`src/rtl/sdram_stream_pkg.sv`:
```
// Constants and state encoding shared by the SDRAM stream-path FIFO controllers.
package sdram_stream_pkg;

  localparam int WORDS_PER_KBYTE = 512;
  localparam int FIFO_DEPTH      = 1024;

  localparam logic [1:0] ST_IDLE = 2'd0;
  localparam logic [1:0] ST_RECV = 2'd1;
  localparam logic [1:0] ST_DONE = 2'd2;

  typedef enum logic [1:0] {
    IDLE = ST_IDLE,
    RECV = ST_RECV,
    DONE = ST_DONE
  } state_t;

endpackage

```
`src/rtl/byte_to_word_packer.sv`:
```
// Packs byte pairs (low byte first) into 16-bit FIFO words.
// Word and wrreq appear 1 clk after the second byte; wrreq is withheld while the FIFO is full.
module byte_to_word_packer (
  input  logic        clk,
  input  logic        rst_n,
  input  logic        clr,
  input  logic [7:0]  byte_in,
  input  logic        byte_valid,
  input  logic        fifo_full,
  output logic        word_issue,
  output logic [15:0] fifo_data,
  output logic        fifo_wrreq
);

  logic       phase;
  logic [7:0] low_byte;

  assign word_issue = byte_valid && phase;

  always_ff @(posedge clk or negedge rst_n) begin
    if (!rst_n) begin
      phase      <= 1'b0;
      low_byte   <= 8'h00;
      fifo_data  <= 16'h0000;
      fifo_wrreq <= 1'b0;
    end else if (clr) begin
      phase      <= 1'b0;
      low_byte   <= 8'h00;
      fifo_wrreq <= 1'b0;
    end else begin
      fifo_wrreq <= word_issue && !fifo_full;
      if (byte_valid) begin
        if (!phase) begin
          low_byte <= byte_in;
          phase    <= 1'b1;
        end else begin
          fifo_data <= {byte_in, low_byte};
          phase     <= 1'b0;
        end
      end
    end
  end

endmodule

```
`src/rtl/fifo_to_sdram_controller.sv`:
```
// Receives a 1-KByte byte frame, packs it into 16-bit words and writes them to the SDRAM-side FIFO.
// A frame is granted only when the FIFO can absorb it whole; a stalled frame aborts after TIMEOUT_CYCLES idle clocks.
module fifo_to_sdram_controller #(
  parameter int WORDS_PER_KBYTE = sdram_stream_pkg::WORDS_PER_KBYTE,
  parameter int FIFO_DEPTH      = sdram_stream_pkg::FIFO_DEPTH,
  parameter int USEDW_W         = 10,
  parameter int TIMEOUT_CYCLES  = 4096
) (
  input  logic               clk,
  input  logic               rst_n,
  input  logic [7:0]         byte_in,
  input  logic               byte_valid,
  input  logic               prev_tx_rdy,
  output logic               this_rx_rdy,
  input  logic [USEDW_W-1:0] fifo_usedw,
  input  logic               fifo_full,
  output logic [15:0]        fifo_data,
  output logic               fifo_wrreq,
  output logic               kbyte_rdy,
  output logic               frame_active,
  input  logic               err_clr,
  output logic               overflow_err,
  output logic               timeout_err
);

  import sdram_stream_pkg::state_t;
  import sdram_stream_pkg::IDLE;
  import sdram_stream_pkg::RECV;
  import sdram_stream_pkg::DONE;

  localparam int WC_W = $clog2(WORDS_PER_KBYTE + 1);
  localparam int TO_W = $clog2(TIMEOUT_CYCLES + 1);

  state_t          state, state_nxt;
  logic [WC_W-1:0] word_cnt;
  logic [TO_W-1:0] timeout_cnt;
  logic            start, abort, space, word_issue;

  // usedw reads 0 when the FIFO is completely full, hence the explicit full term.
  assign space        = !fifo_full &&
                        ({1'b0, fifo_usedw} <= (USEDW_W+1)'(FIFO_DEPTH - WORDS_PER_KBYTE));
  assign kbyte_rdy    = fifo_full || ({1'b0, fifo_usedw} >= (USEDW_W+1)'(WORDS_PER_KBYTE));
  assign this_rx_rdy  = (state == IDLE) && space;
  assign frame_active = (state == RECV);

  always_ff @(posedge clk or negedge rst_n) begin
    if (!rst_n) state <= IDLE;
    else        state <= state_nxt;
  end

  always_comb begin
    state_nxt = state;
    start     = 1'b0;
    abort     = 1'b0;
    case (state)
      IDLE: if (this_rx_rdy && prev_tx_rdy) begin
        state_nxt = RECV;
        start     = 1'b1;
      end
      RECV: begin
        if (word_issue && word_cnt == WC_W'(WORDS_PER_KBYTE - 1)) begin
          state_nxt = DONE;
        end else if (!byte_valid && timeout_cnt == TO_W'(TIMEOUT_CYCLES - 1)) begin
          state_nxt = IDLE;
          abort     = 1'b1;
        end
      end
      DONE:    state_nxt = IDLE;
      default: state_nxt = IDLE;
    endcase
  end

  always_ff @(posedge clk or negedge rst_n) begin
    if (!rst_n) begin
      word_cnt     <= '0;
      timeout_cnt  <= '0;
      overflow_err <= 1'b0;
      timeout_err  <= 1'b0;
    end else begin
      if (start) begin
        word_cnt    <= '0;
        timeout_cnt <= '0;
      end else if (state == RECV) begin
        if (word_issue) word_cnt <= word_cnt + 1'b1;
        timeout_cnt <= byte_valid ? '0 : timeout_cnt + 1'b1;
      end
      // A new error event takes priority over a clear in the same clock.
      if (word_issue && fifo_full) overflow_err <= 1'b1;
      else if (err_clr)            overflow_err <= 1'b0;
      if (abort)        timeout_err <= 1'b1;
      else if (err_clr) timeout_err <= 1'b0;
    end
  end

  byte_to_word_packer u_packer (
    .clk        (clk),
    .rst_n      (rst_n),
    .clr        (start || abort),
    .byte_in    (byte_in),
    .byte_valid (byte_valid && (state == RECV)),
    .fifo_full  (fifo_full),
    .word_issue (word_issue),
    .fifo_data  (fifo_data),
    .fifo_wrreq (fifo_wrreq)
  );

endmodule

```
`config.mk`:
```
export PLATFORM = sky130hd
export DESIGN_NAME = fifo_to_sdram_controller
export DESIGN_NICKNAME = d
export VERILOG_FILES = /design/src/rtl/sdram_stream_pkg.sv /design/src/rtl/byte_to_word_packer.sv /design/src/rtl/fifo_to_sdram_controller.sv
export SDC_FILE = /design/constraint.sdc
export NUM_CORES = 1
export LEC_CHECK = 0
export CAP_MARGIN = 15
export CORE_MARGIN = 3
export CORE_UTILIZATION = 38
export CTS_BUF_LIST = sky130_fd_sc_hd__clkbuf_16
export CTS_CLUSTER_DIAMETER = 100
export DETAILED_ROUTE_END_ITERATION = 8
export SETUP_SLACK_MARGIN = 0.5
export SLEW_MARGIN = 20
export SYNTH_ARGS = -nofsm -noshare
export SYNTH_HDL_FRONTEND = slang
export SYNTH_SLANG_ARGS = --single-unit
```
`constraint.sdc`:
```
create_clock -name clk -period 1.6 [get_ports clk]
set_input_delay 0.4 -clock clk [delete_from_list [all_inputs] [get_ports clk]]
set_output_delay 0.4 -clock clk [all_outputs]
set_load 0.1 [all_outputs]
```
* Word-level counts from Yosys, hierarchy flattened
Index checks and enable logic that the tools add are counted.
** Storage, ports and cells
- Bits of input ports :: 24
- Bits in latches :: 0
- Output and inout port bits :: 22
- Memory bits (writable) :: 0
- Word-level logic and storage cells :: 68
- Memory bits (read-only) :: 0
- Register bits :: 53
- Memories kept :: 0
** Operators by class
- Reductions and logical operators :: 23
- Divide/modulo/power cells :: 0
- Order comparisons :: 2
- $add $sub $neg :: 2
- Eq/ne operators :: 6
- Muxes and demuxes :: 25
- Multiply operators :: 0
- Bitwise logic cells :: 1
- Shift-type cells :: 0
** Operators by type and width (number)
- $mux 13 :: 3
- $mux 10 :: 3
- $mux 8 :: 3
- $add 13x1->13 const B :: 1
- $eq 13x12->1 const B :: 1
- $mux 1 :: 12
- $add 10x1->10 const B :: 1
- $eq 10x9->1 const B :: 1
- $ge 10x10->1 const B :: 1
- $le 10x10->1 const B :: 1
- $reduce_bool 2->1 :: 5
- $logic_and 1x1->1 :: 9
- $mux 2 :: 3
- $reduce_and 2->1 :: 3
- $ne 2x1->1 const B :: 2
- $pmux 2 s2 :: 1
- $ne 3x1->1 const B :: 1
- $reduce_and 3->1 :: 1
- $eq 2x1->1 const B :: 1
- $logic_not 1->1 :: 2
- $logic_not 2->1 :: 1
- $logic_or 1x1->1 :: 2
- $not 1->1 :: 1

* Longest topological paths before layout
- Depth in word-level cells :: 9
- Mapped depth :: 6
- Depth with buffers taken out :: 5

* By module
Synthesis repeated with hierarchy kept, for this count alone.
** Unflattened totals
- Cells, all modules :: 247
- Area total of the unflattened synthesis :: 2613.8 sq um
** Modules (own cells, without submodules)
- fifo_to_sdram_controller :: area each 1545.2 sq um, sequential area each 675.6 sq um, cells each 169, times used 1
- byte_to_word_packer :: area each 1068.5 sq um, sequential area each 650.6 sq um, cells each 78, times used 1

* Worst setup path before layout
OpenSTA, ideal clock, no wires.
- Kind :: input -> output
- Start :: in fifo_usedw[4]
- End :: out this_rx_rdy
- Slack :: -0.879 ns
- Arrival :: 2.079 ns
- Required time :: 1.200 ns
- Stages on the path :: 3
- Cell sequence :: nor4_1 a31oi_1 nor2_1
** Between the ends
- Cells in the longest elaborated chain, start to end :: 3
** RTL lines
- start, declared :: RTL line fifo_to_sdram_controller.sv:15 : input logic [USEDW_W-1:0] fifo_usedw,
- $le 10x10->1 :: RTL line fifo_to_sdram_controller.sv:41 : ({1'b0, fifo_usedw} <= (USEDW_W+1)'(FIFO_DEPTH - WORDS_PER_KBYTE));
- $logic_and 1x1->1 :: RTL line fifo_to_sdram_controller.sv:40 : assign space = !fifo_full &&
- $logic_and 1x1->1 :: RTL line fifo_to_sdram_controller.sv:43 : assign this_rx_rdy = (state == IDLE) && space;
- end, declared :: RTL line fifo_to_sdram_controller.sv:14 : output logic this_rx_rdy,
Every way passes these cells.

* Final worst setup path
- Start :: reg state[0]
- End :: out this_rx_rdy
** Between the ends
- Cells in the longest elaborated chain, start to end :: 2
** RTL lines
- start, declared :: RTL line fifo_to_sdram_controller.sv:34 : state_t state, state_nxt;
- start signal, assigned :: RTL line fifo_to_sdram_controller.sv:48 : else state <= state_nxt;
- $logic_not 2->1 :: RTL line fifo_to_sdram_controller.sv:43
- $logic_and 1x1->1 :: RTL line fifo_to_sdram_controller.sv:43
Every way passes these cells.

==> run summary <==
Layout fillers = 384
ranking of synthesized cells by area = dfrtp_1 53%, nand2_1 9.1%, mux2i_1 3.2%
GR Util met3 = 3.23%
Final Hold Fails = 0
Row Count = 28
Vias = 2,433
DRT Wirelength = 8070 um
P_int = 0.00432 W
total power = 0.00776 W
met2 Usage GRT = 32.9%
clock power share = 14.1%
dpl cell area = 0.00357 sq mm
Worst Setup Start Kind = flop
EDFF count, synth = 0
Static Leak = 2.10 nW
worst path required time = 1.20 ns
remaining routing DRC violations = 0
dpl ws = -0.499 ns
Primary FF master, synth = dfrtp_1
layout cells sized above 1 = 54.8%
gate count after technology mapping = 263
Die X-Extent = 86.8 um
Diodes inserted = 0
post-route cell area = 0.00470 sq mm
largest area contributor in the netlist = dfrtp_1
Slew @ Worst Pin = 0.536 ns
Layout area overhead = 89.4%
H-tree lvl count = 2
status = complete, but fails checks
CTS sink count = 53
crit share post-route = 114%
routability cong. = 0.802
Synth async-reset ratio = 100%
initial antenna violation count = 0
Sequential cell area = 0.00135 sq mm
Finish-stage setup viols = 49
Die H = 86.8 um
grt met1 use = 26.6%
Post-DP HPWL = 4350 um
post-synth net total = 289
I/O Buffers = 45
fin worst setup slack = -0.228 ns
clock latency on the worst-skew pair = 0.30 ns
CP Max Fanout = 2
most frequent cells after synthesis = 60 x nand2_1, 53 x dfrtp_1, 15 x nor2_1
final core occ = 76.7%
RSZ-0062 raised after global routing = yes
Setup Skew = 0.0110 ns
Gate power share = 58.2%
worst-case vdd ir drop = 0.00181 V
Total Nets Final = 408
Yosys top cell area share = 53.4%
GRT Util Overall = 20.0%
Via density = 5.31
Slew Limit Fails = 0
Sw Ratio = 44.4%
core area = 0.00613 sq mm
Starting Density = 40.5%
Num CTS Buffers = 5
PwrDens = 1650 mW/mm^2
grt total ovfl = 0
Tmin final = 1.83 ns
vias in the first global route = 2,358
maximum clock insertion buffer count = 2
Wirelength per Cell = 17.6 um
I/O pin cnt = 46
Setup Crit Path Kind = reg -> out
Worst setup EP type = output port
Psw = 0.00345 W
first-pass GRT wire length = 11,700 um
Routed Antenna Nets = 0
FF+latch count, synth = 53
CTS tree = done
maxcap violations = 0
syn avg cell area = 9.44 sq um
largest net degree at the start of global routing = 20
busiest metal layer after global routing = met2
sequential share of the synthesized area = 53.4%
Synth cell types = 46
relative slew slack = 64.3%
Worst-path clk slew = 0.08 ns
data arrival time of the worst path = 1.43 ns
root buffer cell = clkbuf_16
Cell Area, Synth = 0.00248 sq mm
Detailed Routing Iterations Pass 1 = 4
Fmax achieved = 0.547 GHz
Yosys warnings = 0
final hold slack = 0.0737 ns
cell with the most instances after synthesis = nand2_1
violated checks = negative setup slack
HP Class = in -> async
area of the multi-input gates = 0.00152 sq mm
Die ar. = 0.00754 sq mm
initial DRC count = 82
sequential power share = 27.7%
==> flip-flops by register name, summed over array words and instances (netlist names) <==
name	cells
word_cnt	10
u_packer.fifo_data	16
overflow_err	1
u_packer.fifo_wrreq	1
timeout_cnt	13
u_packer.low_byte	8
timeout_err	1
u_packer.phase	1
state	2
==> path summary, 6_finish.rpt <==
kind	startpoint	end	slack [ns]	cells past startpoint
setup / recovery	state[0]	this_rx_rdy	-0.23	3
hold / removal	rst_n	u_packer.fifo_data[7]	0.07	1
setup reg to reg	state[1]	word_cnt[9]	-0.19	6
hold reg to reg	u_packer.low_byte[1]	u_packer.fifo_data[1]	0.47	2
max in group asynchronous	rst_n	state[0]	1.02	2
min in group clk	u_packer.low_byte[1]	u_packer.fifo_data[1]	0.47	2
==> timing repair <==
item,in CTS,in global routing
cloned,6,0
hold buffers,0,0
setup endpoints to repair,75,75
buffers inserted,16,27
pin swaps,20,46
resized for setup,65,81
==> cells by family (layout without fill, tap and decap cells) <==
kind of cell | Yosys count | in the layout | synth area share [%]
and+or+nand+nor | 132 | 132 | 26.4
adders and majority gates | 2 | 2 | 1.01
AOI/OAI and AO/OA | 42 | 42 | 10.3
DFF | 53 | 53 | 53.4
buffers and inverters | 18 | 138 | 2.87
muxes | 8 | 8 | 3.23
xor gates and xnor gates | 8 | 8 | 2.82
==> critical path, cell delays in order, from the launching register on <==
cell and delay [ns]:
dfrtp_2 0.43, or3_4 0.42, nor2_4 0.11, buf_12 0.18
==> layout make-up <==
| class | instances | share of cell area [%] |
|---|---|---|
| Clock buffer | 5 | 2.66 |
| Clock inverter | 3 | 0.479 |
| Inverter | 5 | 0.479 |
| Multi-Input combinational cell | 192 | 32.3 |
| Sequential cell | 53 | 28.7 |
| Tap cell | 75 | 2.00 |
| Timing Repair Buffer | 125 | 33.4 |
==> power by group through the flow <==
stage	sequential (W)	clock [W]	combinational [W]
6_report	0.00215	0.00109	0.00452
5_1_grt	0.00219	0.00117	0.00472
3_3_place_gp	0.00211	0	0.00340
3_5_place_dp	0.00212	0	0.00343
4_1_cts	0.00210	0.00110	0.00378
2_1_floorplan	0.00339	0	0.000768
==> layer usage <==
layer,vias up,share of wire (%)
met5,-,0
met4,0,1.7
met3,11,3.9
met2,51,52
met1,1211,42
li1,1160,-
==> metrics by stage <==
stage | cells | TNS (ns)
after global placement | 401 | -18.84
after global routing | 458 | -7.81
after CTS | 431 | -3.18
after detailed placement | 401 | -20.55
final | 458 | -5.08
after floorplan | 263 | -0.103
==> cells in the final DEF (no fill, tap or decap), types with 3 or more instances in the layout <==
cell / instances
o21ai_1: 5
o22ai_2: 3
dfrtp_2: 20
inv_1: 4
buf_16: 6
dfrtp_1: 33
xnor2_1: 3
dlygate4sd2_1: 7
nor3_4: 6
nand3_1: 5
clkdlybuf4s50_1: 10
buf_12: 30
nand2_4: 6
and2_1: 3
nor3_2: 8
clkbuf_16: 5
nor2_4: 6
nand2_1: 38
buf_4: 43
or3_4: 3
nor2_1: 7
clkinvlp_4: 4
o21ai_0: 9
a21oi_1: 5
a21oi_2: 5
nor2_2: 3
nand4b_1: 3
nand4_1: 5
buf_6: 19
buf_8: 5
nand2_2: 16
mux2i_1: 8
(Power assumes the default switching activity.)
